### config.mk
export PLATFORM = sky130hd
export DESIGN_NAME = unidade_controle
export DESIGN_NICKNAME = d
export VERILOG_FILES = /design/src/rtl/unidade_controle_pkg.sv /design/src/rtl/unidade_controle.sv
export SDC_FILE = /design/constraint.sdc
export NUM_CORES = 1
export LEC_CHECK = 0
export ABC_AREA = 1
export CORE_UTILIZATION = 45
export DETAILED_ROUTE_END_ITERATION = 16
export PLACE_DENSITY = 0.81
export SYNTH_ARGS = -nofsm -noshare
export SYNTH_HDL_FRONTEND = slang
export SYNTH_SLANG_ARGS = --single-unit
### constraint.sdc
create_clock -name clk -period 3.95 [get_ports clk]
set_clock_uncertainty 0.1 [all_clocks]
set_input_delay 0.79 -clock clk [delete_from_list [all_inputs] [get_ports clk]]
set_output_delay 0.79 -clock clk [all_outputs]
set_load 0.01 [all_outputs]
### src/rtl/unidade_controle_pkg.sv
// rtl/unidade_controle_pkg.sv - shared control constants: states, opcodes, functs, ALU codes, mux selects
//
// Purpose: one place for every encoding the multicycle control unit and the
// cpu datapath must agree on. Imported by unidade_controle and by cpu.
package unidade_controle_pkg;

    // FSM state encoding
    typedef logic [3:0] state_t;

    localparam logic [3:0] ST_FETCH      = 4'd0;
    localparam logic [3:0] ST_FETCH_WAIT = 4'd1;
    localparam logic [3:0] ST_DECODE     = 4'd2;
    localparam logic [3:0] ST_EXEC_R     = 4'd3;
    localparam logic [3:0] ST_WB_R       = 4'd4;
    localparam logic [3:0] ST_EXEC_I     = 4'd5;
    localparam logic [3:0] ST_WB_I       = 4'd6;
    localparam logic [3:0] ST_MEM_ADDR   = 4'd7;
    localparam logic [3:0] ST_LW_READ    = 4'd8;
    localparam logic [3:0] ST_LW_WB      = 4'd9;
    localparam logic [3:0] ST_SW_WRITE   = 4'd10;
    localparam logic [3:0] ST_BRANCH     = 4'd11;
    localparam logic [3:0] ST_JUMP       = 4'd12;
    localparam logic [3:0] ST_EXC_EPC    = 4'd13;
    localparam logic [3:0] ST_EXC_JUMP   = 4'd14;

    // Opcodes (IR[31:26])
    localparam logic [5:0] OP_RTYPE = 6'b000000;
    localparam logic [5:0] OP_ADDI  = 6'b001000;
    localparam logic [5:0] OP_LW    = 6'b100011;
    localparam logic [5:0] OP_SW    = 6'b101011;
    localparam logic [5:0] OP_BEQ   = 6'b000100;
    localparam logic [5:0] OP_BNE   = 6'b000101;
    localparam logic [5:0] OP_J     = 6'b000010;

    // R-type funct (IR[5:0])
    localparam logic [5:0] FN_ADD = 6'b100000;
    localparam logic [5:0] FN_SUB = 6'b100010;
    localparam logic [5:0] FN_AND = 6'b100100;

    // ula32 operation codes
    localparam logic [2:0] SEL_LOAD = 3'b000;
    localparam logic [2:0] SEL_ADD  = 3'b001;
    localparam logic [2:0] SEL_SUB  = 3'b010;
    localparam logic [2:0] SEL_AND  = 3'b011;
    localparam logic [2:0] SEL_CMP  = 3'b111;

    // Datapath mux selects
    localparam logic       IORD_PC         = 1'b0;
    localparam logic       IORD_ALUOUT     = 1'b1;
    localparam logic       ULAA_PC         = 1'b0;
    localparam logic       ULAA_A          = 1'b1;
    localparam logic [1:0] ULAB_B          = 2'b00;
    localparam logic [1:0] ULAB_4          = 2'b01;
    localparam logic [1:0] ULAB_SEXT       = 2'b10;
    localparam logic [1:0] ULAB_SEXT_SH2   = 2'b11;
    localparam logic [1:0] PCSRC_ALU       = 2'b00;
    localparam logic [1:0] PCSRC_ALUOUT    = 2'b01;
    localparam logic [1:0] PCSRC_JUMP      = 2'b10;
    localparam logic [1:0] PCSRC_EXC       = 2'b11;
    localparam logic       REGDST_RT       = 1'b0;
    localparam logic       REGDST_RD       = 1'b1;
    localparam logic       MEMTOREG_ALUOUT = 1'b0;
    localparam logic       MEMTOREG_MEM    = 1'b1;
    localparam logic       CAUSE_OVF       = 1'b0;
    localparam logic       CAUSE_INV       = 1'b1;

endpackage

### src/rtl/unidade_controle.sv
// rtl/unidade_controle.sv - multicycle MIPS-subset control unit (Moore FSM)
//
// Purpose: sequences fetch/decode/execute/writeback for add, sub, and, addi,
// lw, sw, beq, bne, j, plus overflow / invalid-opcode exceptions.
// Ports:
//   clk, reset (sync, active-high)
//   opcode, funct          instruction fields from Instr_Reg
//   Overflow, Igual        ula32 flags
//   *_write, IRWrite, RegWrite, MemWrite   write enables (forced 0 while reset=1)
//   IorD, seletor_ulaA, seletor_ulaB, Seletor, PC_src, RegDst, MemtoReg   datapath selects
//   exc_cause              0=overflow, 1=invalid opcode; meaningful with EPC_write
module unidade_controle
    import unidade_controle_pkg::*;
(
    input  logic       clk,
    input  logic       reset,
    input  logic [5:0] opcode,
    input  logic [5:0] funct,
    input  logic       Overflow,
    input  logic       Igual,
    output logic       PC_write,
    output logic       A_write,
    output logic       B_write,
    output logic       IRWrite,
    output logic       RegWrite,
    output logic       MemWrite,
    output logic       ALUOut_write,
    output logic       EPC_write,
    output logic       IorD,
    output logic       seletor_ulaA,
    output logic [1:0] seletor_ulaB,
    output logic [2:0] Seletor,
    output logic [1:0] PC_src,
    output logic       RegDst,
    output logic       MemtoReg,
    output logic       exc_cause
);

    state_t     state_q, state_d;
    // Decoded in DECODE and held so EXEC_R/BRANCH outputs depend on state only.
    logic [2:0] alu_sel_q, alu_sel_d;
    logic       is_bne_q, is_bne_d;
    logic       cause_q, cause_d;

    always_ff @(posedge clk) begin
        if (reset) begin
            state_q   <= ST_FETCH;
            alu_sel_q <= SEL_LOAD;
            is_bne_q  <= 1'b0;
            cause_q   <= CAUSE_OVF;
        end else begin
            state_q   <= state_d;
            alu_sel_q <= alu_sel_d;
            is_bne_q  <= is_bne_d;
            cause_q   <= cause_d;
        end
    end

    // Next-state logic
    always_comb begin
        state_d   = ST_FETCH;
        alu_sel_d = alu_sel_q;
        is_bne_d  = is_bne_q;
        cause_d   = cause_q;
        case (state_q)
            ST_FETCH:      state_d = ST_FETCH_WAIT;
            ST_FETCH_WAIT: state_d = ST_DECODE;
            ST_DECODE: begin
                case (opcode)
                    OP_RTYPE: begin
                        state_d = ST_EXEC_R;
                        case (funct)
                            FN_ADD:  alu_sel_d = SEL_ADD;
                            FN_SUB:  alu_sel_d = SEL_SUB;
                            FN_AND:  alu_sel_d = SEL_AND;
                            default: begin
                                state_d = ST_EXC_EPC;
                                cause_d = CAUSE_INV;
                            end
                        endcase
                    end
                    OP_ADDI:      state_d = ST_EXEC_I;
                    OP_LW, OP_SW: state_d = ST_MEM_ADDR;
                    OP_BEQ: begin
                        state_d  = ST_BRANCH;
                        is_bne_d = 1'b0;
                    end
                    OP_BNE: begin
                        state_d  = ST_BRANCH;
                        is_bne_d = 1'b1;
                    end
                    OP_J:         state_d = ST_JUMP;
                    default: begin
                        state_d = ST_EXC_EPC;
                        cause_d = CAUSE_INV;
                    end
                endcase
            end
            ST_EXEC_R: begin
                // 'and' cannot overflow; ignore whatever the flag shows for it.
                if (Overflow && (alu_sel_q != SEL_AND)) begin
                    state_d = ST_EXC_EPC;
                    cause_d = CAUSE_OVF;
                end else begin
                    state_d = ST_WB_R;
                end
            end
            ST_EXEC_I: begin
                if (Overflow) begin
                    state_d = ST_EXC_EPC;
                    cause_d = CAUSE_OVF;
                end else begin
                    state_d = ST_WB_I;
                end
            end
            ST_MEM_ADDR:   state_d = (opcode == OP_LW) ? ST_LW_READ : ST_SW_WRITE;
            ST_LW_READ:    state_d = ST_LW_WB;
            ST_EXC_EPC:    state_d = ST_EXC_JUMP;
            default:       state_d = ST_FETCH;
        endcase
    end

    // Output logic
    always_comb begin
        PC_write     = 1'b0;
        A_write      = 1'b0;
        B_write      = 1'b0;
        IRWrite      = 1'b0;
        RegWrite     = 1'b0;
        MemWrite     = 1'b0;
        ALUOut_write = 1'b0;
        EPC_write    = 1'b0;
        IorD         = IORD_PC;
        seletor_ulaA = ULAA_PC;
        seletor_ulaB = ULAB_B;
        Seletor      = SEL_LOAD;
        PC_src       = PCSRC_ALU;
        RegDst       = REGDST_RT;
        MemtoReg     = MEMTOREG_ALUOUT;
        exc_cause    = CAUSE_OVF;
        case (state_q)
            ST_FETCH: begin
                seletor_ulaB = ULAB_4;
                Seletor      = SEL_ADD;
                PC_write     = 1'b1;
            end
            ST_FETCH_WAIT: IRWrite = 1'b1;
            ST_DECODE: begin
                // Precompute the branch target into ALUOut while registers load.
                A_write      = 1'b1;
                B_write      = 1'b1;
                ALUOut_write = 1'b1;
                seletor_ulaB = ULAB_SEXT_SH2;
                Seletor      = SEL_ADD;
            end
            ST_EXEC_R: begin
                seletor_ulaA = ULAA_A;
                Seletor      = alu_sel_q;
                ALUOut_write = 1'b1;
            end
            ST_WB_R: begin
                RegWrite = 1'b1;
                RegDst   = REGDST_RD;
            end
            ST_EXEC_I, ST_MEM_ADDR: begin
                seletor_ulaA = ULAA_A;
                seletor_ulaB = ULAB_SEXT;
                Seletor      = SEL_ADD;
                ALUOut_write = 1'b1;
            end
            ST_WB_I:       RegWrite = 1'b1;
            ST_LW_READ:    IorD = IORD_ALUOUT;
            ST_LW_WB: begin
                RegWrite = 1'b1;
                MemtoReg = MEMTOREG_MEM;
            end
            ST_SW_WRITE: begin
                IorD     = IORD_ALUOUT;
                MemWrite = 1'b1;
            end
            ST_BRANCH: begin
                seletor_ulaA = ULAA_A;
                Seletor      = SEL_CMP;
                PC_src       = PCSRC_ALUOUT;
                PC_write     = is_bne_q ? ~Igual : Igual;
            end
            ST_JUMP: begin
                PC_src   = PCSRC_JUMP;
                PC_write = 1'b1;
            end
            ST_EXC_EPC: begin
                // PC was already advanced in FETCH; PC-4 is the faulting instruction.
                seletor_ulaB = ULAB_4;
                Seletor      = SEL_SUB;
                EPC_write    = 1'b1;
                exc_cause    = cause_q;
            end
            ST_EXC_JUMP: begin
                PC_src   = PCSRC_EXC;
                PC_write = 1'b1;
            end
            default: ;
        endcase
        // Reset aborts the current instruction in the very cycle it is seen.
        if (reset) begin
            PC_write     = 1'b0;
            A_write      = 1'b0;
            B_write      = 1'b0;
            IRWrite      = 1'b0;
            RegWrite     = 1'b0;
            MemWrite     = 1'b0;
            ALUOut_write = 1'b0;
            EPC_write    = 1'b0;
        end
    end

endmodule

# ---- Word level (Yosys, flattened, before mapping)
# Index checks and enable logic that the tools add are counted.
# Widths: inputs -> output; s select.
dict set report classes {
  shift 0
  addsub 0
  n_div 0
  eq_ne 28
  bitwise 1
  n_reduce_logical 21
  magnitude_cmp 0
  multipliers 0
  mux 36
}
# cell count
set ops {}
lappend ops {{$pmux 4 s8} 1}
lappend ops {{$eq 6x6->1 const B} 5}
lappend ops {{$eq 4x4->1 const B} 7}
lappend ops {{$mux 1} 22}
lappend ops {{$pmux 4 s5} 1}
lappend ops {{$eq 4x3->1 const B} 4}
lappend ops {{$eq 6x3->1 const B} 2}
lappend ops {{$mux 4} 3}
lappend ops {{$pmux 2 s3} 2}
lappend ops {{$pmux 3 s4} 1}
lappend ops {{$reduce_or 4->1} 3}
lappend ops {{$reduce_or 2->1} 5}
lappend ops {{$pmux 3 s3} 1}
lappend ops {{$reduce_or 3->1} 3}
lappend ops {{$eq 4x2->1 const B} 2}
lappend ops {{$eq 6x2->1 const B} 1}
lappend ops {{$eq 6x4->1 const B} 1}
lappend ops {{$logic_not 6->1} 1}
lappend ops {{$ne 2x2->1 const B} 3}
lappend ops {{$pmux 1 s2} 3}
lappend ops {{$reduce_bool 3->1} 2}
lappend ops {{$reduce_or 6->1} 1}
lappend ops {{$reduce_and 5->1} 1}
lappend ops {{$eq 4x1->1 const B} 1}
lappend ops {{other kinds (10)} 10}
dict set report totals {
  latchBits 0
  regBits 9
  memories 0
  romBits 0
  ram_bits 0
}

# ---- Depth between registers and ports, before layout
dict set report depth {
  depth_word 5
  mapped_depth 10
  mapped_depth_nobuf 10
}

# ---- Least setup slack after synthesis
# Ideal clock, no wire load.
dict set report synth_timing {
  path_type {in2out}
  from {input reset}
  to {output B_write}
  t_arrival_ps 1372
  setup_slack_ps 1688
  cell_stages 3
  required_ps 3060
  path_cell_list {clkbuf_1 > nor2_1 > buf_4}
}
dict set report synth_via {
  elab_chain_len 1
}
# element line
set synth_lines {}
lappend synth_lines {{start: declaration} unidade_controle.sv:16} ;# input logic reset,
lappend synth_lines {{$mux 1} n/a}
lappend synth_lines {{end: declaration} unidade_controle.sv:23} ;# output logic B_write,
# Every way passes these cells.

# ---- Worst setup path in the final report
dict set report layout_timing {
  from {input reset}
  to {output ALUOut_write}
}
dict set report layout_via {
  elab_chain_len 1
}
# element line
set layout_lines {}
lappend layout_lines {{$mux 1} unidade_controle.sv:205} ;# if (reset) begin
lappend layout_lines {{end: declaration} unidade_controle.sv:27} ;# output logic ALUOut_write,
# Every way passes these cells.

==> summary.md <==
| Metric | Value |
|---|---|
| Root buffer cell | `clkbuf_4` |
| Nets@finish | `206` |
| Largest net degree at the start of global routing | `12` |
| Worst-Margin Slew | `463 ps` |
| PD cells | `454 nW/um^2` |
| Final GP Congestion | `0.958` |
| Vias in the first global route | `963` |
| Initial core utilization | `48.1%` |
| Number of DRC markers in iteration 0 | `29` |
| DP Cell Count | `210` |
| CP Capture Point | `ALUOut_write` |
| Cells after synthesis | `152` |
| Vias/cell | `5.06` |
| Crit path from | `reset` |
| Die width | `45.2 um` |
| Switching Power | `0.258 mW` |
| Slew Viols, Final | `0` |
| Post-CTS sizing | `0` |
| Synth Cell Area | `840 um^2` |
| Synth unique cells | `27` |
| Combinational share of power | `65.7%` |
| Status | `complete, no violations` |
| Register area share after synthesis | `19.1%` |
| Hpwl dp | `1.98 mm` |
| Final Cycle Share | `82.1%` |
| Mean area per synthesized cell | `5.52 um^2` |
| Io pins | `36` |
| Die Area | `2040 um^2` |
| Grt total ovfl | `0` |
| Clk pin slew, worst setup/hold paths | `50 ps` |
| CP max stage cell | `clkdlybuf4s50_1` |
| IO Port Bufs | `35` |
| Switching part of the total | `46.1%` |
| Clk buf depth | `2` |
| Final wirelength | `2.41 mm` |
| Part of the power in registers | `22.5%` |
| Clock power frac | `11.9%` |
| Finish-stage setup viols | `0` |
| Layout area overhead | `46.8%` |
| Critical-path maximum fanout | `11` |
| Via Count | `1,078` |
| Crit path cell chain | `clkdlybuf4s50_1 -> inv_1 -> o21ai_0 -> inv_1 -> clkdlybuf4s50_1` |
| Area post-placement | `1210 um^2` |
| CTS sink cnt | `8` |
| Syn_nets | `168` |
| Seq cells post-synth | `8` |
| Cell taking the most area after synthesis | `dfxtp_1` |
| Area contributors post-synth | `dfxtp_1, nor2_1, nand2_1` |
| Drt pass-1 iters | `4` |
| RSZ-0062 raised after global routing | `false` |
| Initial antenna violation count | `0` |
| Worst EP arrival | `2350 ps` |
| Die H | `45.2 um` |
| Rows | `15` |
| Crit path launch type | `primary input` |
| FF-to-FF End | `state_q[1]$_SDFF_PP0_` |
| H-tree levels | `1` |
| Final hold violations | `0` |
| Worst skew pair latency | `270 ps` |
| Commonest non-fill, non-tap cell in the layout | `clkdlybuf4s50_1` |
| DRC Markers | `0` |
| Post-CTS Setup Inserts | `0` |
| Share of cells above drive strength 1 | `9.57%` |
| ANT nets after route | `0` |
| YS warnings | `0` |
| R2R Path Start | `state_q[1]$_SDFF_PP0_` |
| CTS tree | `built` |
| Setup_tns | `0 ps` |
| Crit. End Element | `output pin` |
| Most frequent cells in the layout | `clkdlybuf4s50_1, nor2_1, nand2_1, inv_1, nand3_1` |
| Max-slew headroom | `69.0%` |
| Top-area cell type share of the netlist area | `19.1%` |
| HP Class | `flip-flop to flip-flop` |
| Core area | `1750 um^2` |
| Internal power | `0.302 mW` |
| GRT Total Usage | `27.1%` |
| Worst ir drop on vdd | `0.197 mV` |
| Cell leakage power | `0.564 nW` |
| Final Cell Area | `1230 um^2` |
| Maximum clock frequency | `308 MHz` |
| Worst reg2reg path depth | `7` |
| Number of buffers created by CTS | `3` |
| Non-Filler Instances | `213` |
| Post-CTS Hold Buffers | `0` |
| Worst R2R Setup Slack | `2330 ps` |
| WL/cell | `11.3 um` |
| Max cap viols | `0` |
| First-pass GRT wire length | `4.00 mm` |
| CP Class | `primary input to output pin` |
| Diodes inserted | `0` |
| Period minus WS final | `3240 ps` |
| Critical Path RT | `3060 ps` |
| Critical path's largest stage delay | `640 ps` |
[power groups by stage]
stage	Combinational (mW)	Sequential (mW)	Clock, mW
after global routing	0.403	0.129	0.0700
after global placement	0.362	0.126	0
after floorplan	0.218	0.121	0
after CTS	0.366	0.125	0.0649
final	0.368	0.126	0.0664
after detailed placement	0.366	0.127	0
[layer usage]
layer / GRT usage, % / routed length (um)
met5: 0 / 0
met4: 10.9 / 40
met3: 2.40 / 144
met2: 48.7 / 1240
met1: 32.7 / 982
[state kept, by name, indices dropped and copies added (netlist names)]
signal     flops
alu_sel_q      2
cause_q        1
is_bne_q       1
state_q        4
[worst max-delay path, delay by kind of cell]
family / cells / cell delay (ps)
AO/OA/AOI/OAI: 1 / 110
buffers and inverters: 4 / 1450
[worst min-delay path by stage]
stage / start / to / slack (ps) / depth (start not counted)
after CTS: is_bne_q$_SDFFE_PP0P_ / is_bne_q$_SDFFE_PP0P_ / 370 / 2
after global routing: cause_q$_SDFFE_PP0P_ / cause_q$_SDFFE_PP0P_ / 380 / 2
final: is_bne_q$_SDFFE_PP0P_ / is_bne_q$_SDFFE_PP0P_ / 370 / 2
after detailed placement: cause_q$_SDFFE_PP0P_ / cause_q$_SDFFE_PP0P_ / 360 / 2
after floorplan: is_bne_q$_SDFFE_PP0P_ / is_bne_q$_SDFFE_PP0P_ / 330 / 2
after global placement: is_bne_q$_SDFFE_PP0P_ / is_bne_q$_SDFFE_PP0P_ / 350 / 2
[cell usage after synthesis]
master,n
buf_4,1
nor2_2,1
nand4_2,1
nand3b_1,1
o2111ai_1,1
nand2_1,32
dfxtp_1,8
a21oi_2,3
o22ai_1,1
nor3_1,2
and2_1,1
xor2_1,1
a31oi_1,3
nand2_2,4
o21ai_2,1
nand4_1,1
a21oi_1,5
inv_2,1
o21ai_0,6
nor2_4,2
clkbuf_1,1
nand2_4,1
nand3_1,12
nand3_2,1
nor2_1,34
inv_1,26
o221ai_1,1
[stage by stage]
stage	setup WS, ps	hold WS [ps]	power, mW	utilization (%)
after global placement	744	354	0.489	69.3
after CTS	726	369	0.556	70.6
after detailed placement	730	361	0.492	69.3
after floorplan	1690	335	0.339	-
after global routing	651	377	0.601	70.6
final	705	369	0.560	70.6
[logic make-up after synthesis]
group                  Yosys count  synth area share [%]
flip-flops                       8                  19.1
AO/OA/AOI/OAI                   21                  15.8
XOR/XNOR                         1                  1.04
AND/OR/NAND/NOR                 93                  50.7
buffers and inverters           29                  13.4
[cell type report]
class	count	area, um^2
Timing Repair Buffer	35	350
Tap cell	25	31.3
Sequential cell	8	160
Multi-Input combinational cell	115	567
Clock buffer	3	22.5
Inverter	27	101
Fill cell	165	513
Power figures use the tool's default switching activity.
